[config.mk]
export PLATFORM = sky130hd
export DESIGN_NAME = id_ex_stage
export DESIGN_NICKNAME = d
export VERILOG_FILES = /design/src/rtl/id_ex_stage_pkg.sv /design/src/rtl/id_ex_stage_load_use_detector.sv /design/src/rtl/id_ex_stage.sv
export SDC_FILE = /design/constraint.sdc
export NUM_CORES = 1
export LEC_CHECK = 0
export ABC_AREA = 1
export BUFFER_PORTS_ARGS = -buffer_cell sky130_fd_sc_hd__buf_2
export CORE_MARGIN = 8
export CORE_UTILIZATION = 45
export CTS_BUF_LIST = sky130_fd_sc_hd__clkbuf_8
export DETAILED_ROUTE_END_ITERATION = 12
export PLACE_DENSITY_LB_ADDON = 0.1
export REMOVE_ABC_BUFFERS = 1
export SKIP_CTS_REPAIR_TIMING = 1
export SYNTH_ARGS = -nofsm -noshare
export SYNTH_HDL_FRONTEND = slang
export SYNTH_SLANG_ARGS = --single-unit
[constraint.sdc]
create_clock -name clk_i -period 1.75 [get_ports clk_i]
set_input_delay 0.175 -clock clk_i [delete_from_list [all_inputs] [get_ports clk_i]]
set_output_delay 0.175 -clock clk_i [all_outputs]
set_load 0.05 [all_outputs]
[src/rtl/id_ex_stage_pkg.sv]
// Shared control-field encodings and opcode lookups for the decode/execute boundary.
package id_ex_stage_pkg;

  localparam int unsigned OPCODE_W   = 6;
  localparam int unsigned ALUOP_W    = 2;
  localparam int unsigned EX_CTRL_W  = 4;
  localparam int unsigned MEM_CTRL_W = 2;
  localparam int unsigned WB_CTRL_W  = 1;

  localparam logic [ALUOP_W-1:0] ALUOP_MEM    = 2'b00;
  localparam logic [ALUOP_W-1:0] ALUOP_BRANCH = 2'b01;
  localparam logic [ALUOP_W-1:0] ALUOP_FUNCT  = 2'b10;
  localparam logic [ALUOP_W-1:0] ALUOP_IMM    = 2'b11;

  localparam int unsigned MEM_CS_BIT = 1;
  localparam int unsigned MEM_WE_BIT = 0;

  localparam logic [MEM_CTRL_W-1:0] MEM_CTRL_NOP   = 2'b00;
  localparam logic [MEM_CTRL_W-1:0] MEM_CTRL_LOAD  = 2'b10;
  localparam logic [MEM_CTRL_W-1:0] MEM_CTRL_STORE = 2'b11;

  localparam logic [OPCODE_W-1:0] OP_RTYPE = 6'h00;
  localparam logic [OPCODE_W-1:0] OP_J     = 6'h02;
  localparam logic [OPCODE_W-1:0] OP_BEQ   = 6'h04;
  localparam logic [OPCODE_W-1:0] OP_ORI   = 6'h0d;
  localparam logic [OPCODE_W-1:0] OP_LW    = 6'h23;
  localparam logic [OPCODE_W-1:0] OP_SW    = 6'h2b;

  typedef struct packed {
    logic [ALUOP_W-1:0] alu_op;
    logic               alu_src;
    logic               reg_dst;
  } ex_ctrl_t;

  typedef struct packed {
    logic cs;
    logic we;
  } mem_ctrl_t;

  typedef struct packed {
    ex_ctrl_t  ex;
    mem_ctrl_t mem;
    logic      wb;
  } ctrl_t;

  localparam ctrl_t CTRL_NOP = '0;

  // ALUop issued by the main decoder for each opcode class
  function automatic logic [ALUOP_W-1:0] alu_op_for(input logic [OPCODE_W-1:0] opcode);
    logic [ALUOP_W-1:0] op;
    op = ALUOP_MEM;
    case (opcode)
      OP_RTYPE:      op = ALUOP_FUNCT;
      OP_BEQ:        op = ALUOP_BRANCH;
      OP_ORI:        op = ALUOP_IMM;
      OP_LW, OP_SW:  op = ALUOP_MEM;
      default:       op = ALUOP_MEM;
    endcase
    return op;
  endfunction

  function automatic logic is_load(input logic [MEM_CTRL_W-1:0] mem_ctrl);
    return mem_ctrl[MEM_CS_BIT] & ~mem_ctrl[MEM_WE_BIT];
  endfunction

endpackage

[src/rtl/id_ex_stage_load_use_detector.sv]
// Combinational load-use hazard: a load in EX whose destination is read by the ID instruction.
module load_use_detector
  import id_ex_stage_pkg::*;
#(
  parameter int unsigned REG_AW = 5
) (
  input  logic                  ex_valid,
  input  logic [MEM_CTRL_W-1:0] ex_mem_ctrl,
  input  logic [REG_AW-1:0]     ex_rt,
  input  logic                  id_valid,
  input  logic [REG_AW-1:0]     id_rs,
  input  logic [REG_AW-1:0]     id_rt,
  output logic                  hazard
);

  logic ex_is_load;
  logic rt_match;

  assign ex_is_load = ex_valid & is_load(ex_mem_ctrl);
  // $zero is never a real producer, so it cannot create a dependency
  assign rt_match   = (ex_rt != '0) & ((ex_rt == id_rs) | (ex_rt == id_rt));
  assign hazard     = ex_is_load & id_valid & rt_match;

endmodule

[src/rtl/id_ex_stage.sv]
// ID/EX pipeline register with load-use bubble insertion, flush squash and a saturating bubble counter.
module id_ex_stage
  import id_ex_stage_pkg::*;
#(
  parameter int unsigned DATA_W = 32,
  parameter int unsigned REG_AW = 5,
  parameter int unsigned CNT_W  = 16
) (
  input  logic                  clk_i,
  input  logic                  rst_i,
  input  logic                  valid_i,
  input  logic [EX_CTRL_W-1:0]  EX_ctrl_i,
  input  logic [MEM_CTRL_W-1:0] MEM_ctrl_i,
  input  logic [WB_CTRL_W-1:0]  WB_ctrl_i,
  input  logic [DATA_W-1:0]     rs_data_i,
  input  logic [DATA_W-1:0]     rt_data_i,
  input  logic [DATA_W-1:0]     imm_i,
  input  logic [REG_AW-1:0]     rs_i,
  input  logic [REG_AW-1:0]     rt_i,
  input  logic [REG_AW-1:0]     rd_i,
  input  logic                  flush_i,
  output logic                  stall_o,
  output logic                  valid_o,
  output logic [EX_CTRL_W-1:0]  EX_ctrl_o,
  output logic [MEM_CTRL_W-1:0] MEM_ctrl_o,
  output logic [WB_CTRL_W-1:0]  WB_ctrl_o,
  output logic [DATA_W-1:0]     rs_data_o,
  output logic [DATA_W-1:0]     rt_data_o,
  output logic [DATA_W-1:0]     imm_o,
  output logic [REG_AW-1:0]     rs_o,
  output logic [REG_AW-1:0]     rt_o,
  output logic [REG_AW-1:0]     rd_o,
  output logic [CNT_W-1:0]      bubble_cnt_o
);

  logic  hazard;
  logic  bubble;
  logic  cnt_en;
  ctrl_t ctrl_in;
  ctrl_t ctrl_q;

  load_use_detector #(.REG_AW(REG_AW)) u_detector (
    .ex_valid    (valid_o),
    .ex_mem_ctrl (MEM_ctrl_o),
    .ex_rt       (rt_o),
    .id_valid    (valid_i),
    .id_rs       (rs_i),
    .id_rt       (rt_i),
    .hazard      (hazard)
  );

  // A flush squashes the ID instruction anyway, so it never needs to be held
  assign stall_o = hazard & ~flush_i;
  assign bubble  = stall_o | flush_i;
  assign cnt_en  = bubble & (valid_i | flush_i);
  assign ctrl_in = valid_i ? ctrl_t'({EX_ctrl_i, MEM_ctrl_i, WB_ctrl_i}) : CTRL_NOP;

  assign EX_ctrl_o  = ctrl_q.ex;
  assign MEM_ctrl_o = ctrl_q.mem;
  assign WB_ctrl_o  = ctrl_q.wb;

  // Pipeline register: bubble loads all-zero, otherwise capture ID
  always_ff @(posedge clk_i) begin
    if (rst_i || bubble) begin
      valid_o   <= 1'b0;
      ctrl_q    <= CTRL_NOP;
      rs_data_o <= '0;
      rt_data_o <= '0;
      imm_o     <= '0;
      rs_o      <= '0;
      rt_o      <= '0;
      rd_o      <= '0;
    end else begin
      valid_o   <= valid_i;
      ctrl_q    <= ctrl_in;
      rs_data_o <= rs_data_i;
      rt_data_o <= rt_data_i;
      imm_o     <= imm_i;
      rs_o      <= rs_i;
      rt_o      <= rt_i;
      rd_o      <= rd_i;
    end
  end

  // Saturating bubble counter
  always_ff @(posedge clk_i) begin
    if (rst_i) begin
      bubble_cnt_o <= '0;
    end else if (cnt_en && !(&bubble_cnt_o)) begin
      bubble_cnt_o <= bubble_cnt_o + CNT_W'(1);
    end
  end

endmodule

==> reports/metrics.csv <==
stage,metric,value,unit
die,Vert. Die Dim,117,µm
detailed_routing,highest routing layer actually used,met4,
run_status,violated checks,negative hold slack,
worst_setup_path,slack of the worst reg-to-reg path,0.14,ns
placement,Placed Instance Area,6080,µm²
finish,number of cells in the finished layout apart from fillers,1087,
pwr,leakage power of the design,4.35,nW
cts,buffer depth of the longest clock path,2,
pwr,power share of the sequential group,45.9,%
placement,GP Congestion,0.823,
yosys,Synth warnings,0,
finish,share of layout cells above drive strength 1,34.4,%
yosys,post-synthesis xor/xnor area fraction,2.69,%
cts,Sinks on Clock Net,135,
detailed_routing,count of antenna-violating nets left after detailed routing,0,
worst_setup_path,"Req. time, crit path",1.57,ns
yosys,number of different library cells in the post-synthesis netlist,26,
yosys,"post-synthesis share of cell area spent on full adders, half adders and majority gates",0.275,%
pwr,PD cells,913,nW/µm²
grt,via count of the first global-routing pass,4213,
grt,"Remaining Overflow, GRT",0,
yosys,Cells after Synth,549,
die,initial core utilization,46.4,%
pwr,power consumption,0.00700,W
yosys,Simple-Gate Fraction of Synth Area,21.3,%
finish,relative area change from synthesis to final layout,68.5,%
run_status,result of the run,"complete, but fails checks",
pwr,clock power share,37.7,%
cts,number of CTS-inserted buffers,17,
min_path,number of stages on the worst hold path,3,
yosys,register area share after synthesis,59.3,%
die,std cell rows,36,
worst_setup_path,Worst path top cell family by delay,simple AND/OR/NAND/NOR gates,
worst_setup_path,endpoint kind of the worst setup timing path,primary output,
cts,Max H-tree Level,4,
yosys,post-synthesis compound-gate area fraction,2.06,%
die,floorplan die area,13600,µm²
pwr,reported net switching power,0.00190,W
grt,maximum number of pins on one net before global-route repair,28,
placement,Detail Placement HPWL,10800,µm
detailed_routing,DRC violations left,0,
grt,wire length of the first global-routing pass,20700,µm
cts,TritonCTS clock tree,done,
die,die extent in x,117,µm
min_path,Min-Delay Startpoint,rt_i[2],
finish,most common library cell in the layout ignoring fill and taps,sky130_fd_sc_hd__buf_2,
pwr,switching portion of total power,27.1,%
worst_setup_path,worst reg2reg path startpoint,rt_o[3]$_SDFF_PP0_,
sta,min cycle time layout,1.73,ns
sta,number of failing setup endpoints in the final timing report,0,
yosys,combinational family with the most area after synthesis,simple AND/OR/NAND/NOR gates,
run,maximum capacitance violations,0,
worst_setup_path,sort of element at the start of the critical path,register,
yosys,mux share of post-synthesis cell area,0,%
yosys,Syn Area/Cell,8.30,µm²
cts,clock transition at the register clock pins on the worst setup and hold paths after CTS,0.07,ns
detailed_routing,vias,4815,
sta,Hold Worst Slack,-0.00152,ns
sta,fmax,579,MHz
die,area of the core,9820,µm²
min_path,sink of the worst hold path,rt_o[2]$_SDFF_PP0_,
detailed_routing,number of search-and-repair iterations in the first detailed-routing pass,4,
worst_setup_path,critical-path maximum fanout,5,
detailed_routing,vias per inst,4.43,
worst_setup_path,maximum single-stage delay on the critical path,0.37,ns
min_path,Hold Path Class,in2reg,
finish,Nets,1064,
sta,final slew viol count,0,
sta,Post-Route Setup TNS,0,ns
cts,root buffer selected by CTS,sky130_fd_sc_hd__clkbuf_8,
sta,actual slew at the worst max-slew pin,0.311,ns
grt,GRT Util Overall,20.1,%
pwr,internal power consumption,0.00510,W
worst_setup_path,critical path data arrival time,1.55,ns
worst_setup_path,cell with the most instances on the worst path,sky130_fd_sc_hd__nand2_1,
sta,Max Clock Skew,0.0141,ns
pwr,Gate power share,16.3,%
finish,"commonest cells after routing, fill and taps aside","256 x sky130_fd_sc_hd__buf_2, 133 x sky130_fd_sc_hd__inv_1, 133 x sky130_fd_sc_hd__nor2_1, 130 x sky130_fd_sc_hd__dfxtp_1, 113 x sky130_fd_sc_hd__dlygate4sd3_1",
worst_setup_path,startpoint-to-endpoint class of the critical path,reg2out,
detailed_routing,Routed wire per std cell,15.9,µm
sta,endpoints failing hold,1,
sta,setup repair after global routing missed its margin,yes,
detailed_routing,met3 WL post-DR,1820,µm
sta,share of the cycle needed by the critical path after routing,98.7,%
finish,multi-input logic area,1240,µm²
detailed_routing,total length of routed wires,17300,µm
yosys,synthesized cell area,4550,µm²
detailed_routing,metal1 wirelength,5840,µm
worst_setup_path,Crit path buffers/inverters,2,
pwr,maximum ir drop on the vdd rail,0.648,mV
finish,FF+latch area,2720,µm²
worst_setup_path,slowest cell on the critical path,sky130_fd_sc_hd__dfxtp_4,
detailed_routing,DR iter-0 viols,259,
worst_setup_path,reg-to-reg endpoint,imm_o[18]$_SDFF_PP0_,
sta,Relative slew margins,79.2,%
cts,latest clock arrival within the worst-skew pair,0.43,ns
die,boundary pin count,258,
worst_setup_path,"critical path, cell by cell",inv_2 -> nand2_1 -> nand2_1 -> nor2_1 -> nand3_1 -> nand2_2 -> nand2_4 -> nor2_4 -> buf_8,
detailed_routing,WL met2,9130,µm
placement,count of placed standard cells including taps,942,
yosys,synthesized flop and latch total,135,
finish,count of fill cells added during filler insertion,668,
finish,Post-Layout Inst Area,7670,µm²
worst_setup_path,worst reg-to-reg path cell count,8,
grt,number of antenna violations at the first check in global routing,1,
placement,Port-buffer cells,257,
==> flip-flops by register name, summed over array words and instances (netlist names) <==
signal / flops
valid_o: 1
EX_ctrl_o: 4
rs_data_o: 32
rs_o: 5
MEM_ctrl_o: 2
bubble_cnt_o: 16
rd_o: 5
imm_o: 32
rt_data_o: 32
rt_o: 5
WB_ctrl_o: 1
==> power by group through the flow <==
stage / sequential, W / clock (W) / combinational, W
after global routing: 0.00322 / 0.00283 / 0.00121
after CTS: 0.00321 / 0.00268 / 0.000906
after floorplan: 0.00368 / 0 / 0.000176
after global placement: 0.00328 / 0 / 0.000893
final: 0.00322 / 0.00264 / 0.00114
after detailed placement: 0.00328 / 0 / 0.000903
==> through the flow <==
stage	setup WS (ns)	util, %	hold slack [ns]
floorplan	-1.71	-	0.237
global placement	0.190	61.9	0.386
detailed placement	0.147	61.9	0.393
CTS	-0.240	66.1	-0.0749
global route	-0.114	78.1	-0.000660
finish	0.0235	78.1	-0.00152
==> Yosys cell counts <==
library cell,n,area (µm²)
sky130_fd_sc_hd__nor2_1,136,510
sky130_fd_sc_hd__dfxtp_1,135,2700
sky130_fd_sc_hd__inv_1,131,492
sky130_fd_sc_hd__nand2_1,54,203
sky130_fd_sc_hd__nand3_1,25,125
sky130_fd_sc_hd__a21oi_1,15,75.1
sky130_fd_sc_hd__buf_6,10,113
sky130_fd_sc_hd__xnor2_1,8,70.1
sky130_fd_sc_hd__xor2_1,6,52.6
sky130_fd_sc_hd__nor3_1,4,20.0
sky130_fd_sc_hd__buf_2,3,15.0
sky130_fd_sc_hd__inv_2,3,11.3
sky130_fd_sc_hd__buf_4,2,15.0
sky130_fd_sc_hd__nand2_2,2,12.5
sky130_fd_sc_hd__nand2_4,2,22.5
sky130_fd_sc_hd__nand4_1,2,12.5
sky130_fd_sc_hd__o21ai_0,2,10.0
sky130_fd_sc_hd__a21oi_2,1,8.76
sky130_fd_sc_hd__and3b_1,1,8.76
sky130_fd_sc_hd__buf_1,1,3.75
sky130_fd_sc_hd__clkbuf_1,1,3.75
sky130_fd_sc_hd__ha_1,1,12.5
sky130_fd_sc_hd__nand3b_1,1,7.51
sky130_fd_sc_hd__nand4_4,1,21.3
sky130_fd_sc_hd__nor3_2,1,10.0
sky130_fd_sc_hd__nor3_4,1,16.3
==> tightest hold or removal path, cell delays in order <==
cell and delay [ns]:
sky130_fd_sc_hd__buf_2 0.10, sky130_fd_sc_hd__inv_1 0.06, sky130_fd_sc_hd__nor2_1 0.04
==> metal layers <==
metal / up-vias / global-route usage (%)
met1: 2202 / 18.6
met4: 0 / 8.28
met2: 211 / 35.3
met5: - / 0
met3: 44 / 12.2
li1: 2358 / -
==> area by class of cell <==
cell class,instances,share of cell area [%]
flip-flops and latches,135,35.4
repair buffers,390,34.4
multi-input cells,263,16.1
inverters,134,6.56
clock buffers,20,3.59
well taps,133,2.17
clock inverters,11,1.73
diodes,1,0.0326
==> how the worst max path moves through the flow <==
stage                                  start                             to  slack (ns)  cells past startpoint
after global routing      rt_o[0]$_SDFF_PP0_                        stall_o       -0.11                      9
after CTS                 rt_o[2]$_SDFF_PP0_                        stall_o       -0.24                      9
after global placement    rt_o[2]$_SDFF_PP0_  bubble_cnt_o[12]$_SDFFE_PP0P_        0.19                     11
after floorplan           rt_o[0]$_SDFF_PP0_            imm_o[0]$_SDFF_PP0_       -1.71                      8
after detailed placement  rt_o[2]$_SDFF_PP0_  bubble_cnt_o[14]$_SDFFE_PP0P_        0.15                     11
final                     rt_o[0]$_SDFF_PP0_                        stall_o        0.02                      9
==> cells by family after synthesis <==
logic type | after synthesis
simple gates | 230
fa+ha+maj | 1
xor+xnor | 14
buf+inv | 151
compound gates | 18
flops | 135
Power figures use the tool's default switching activity.
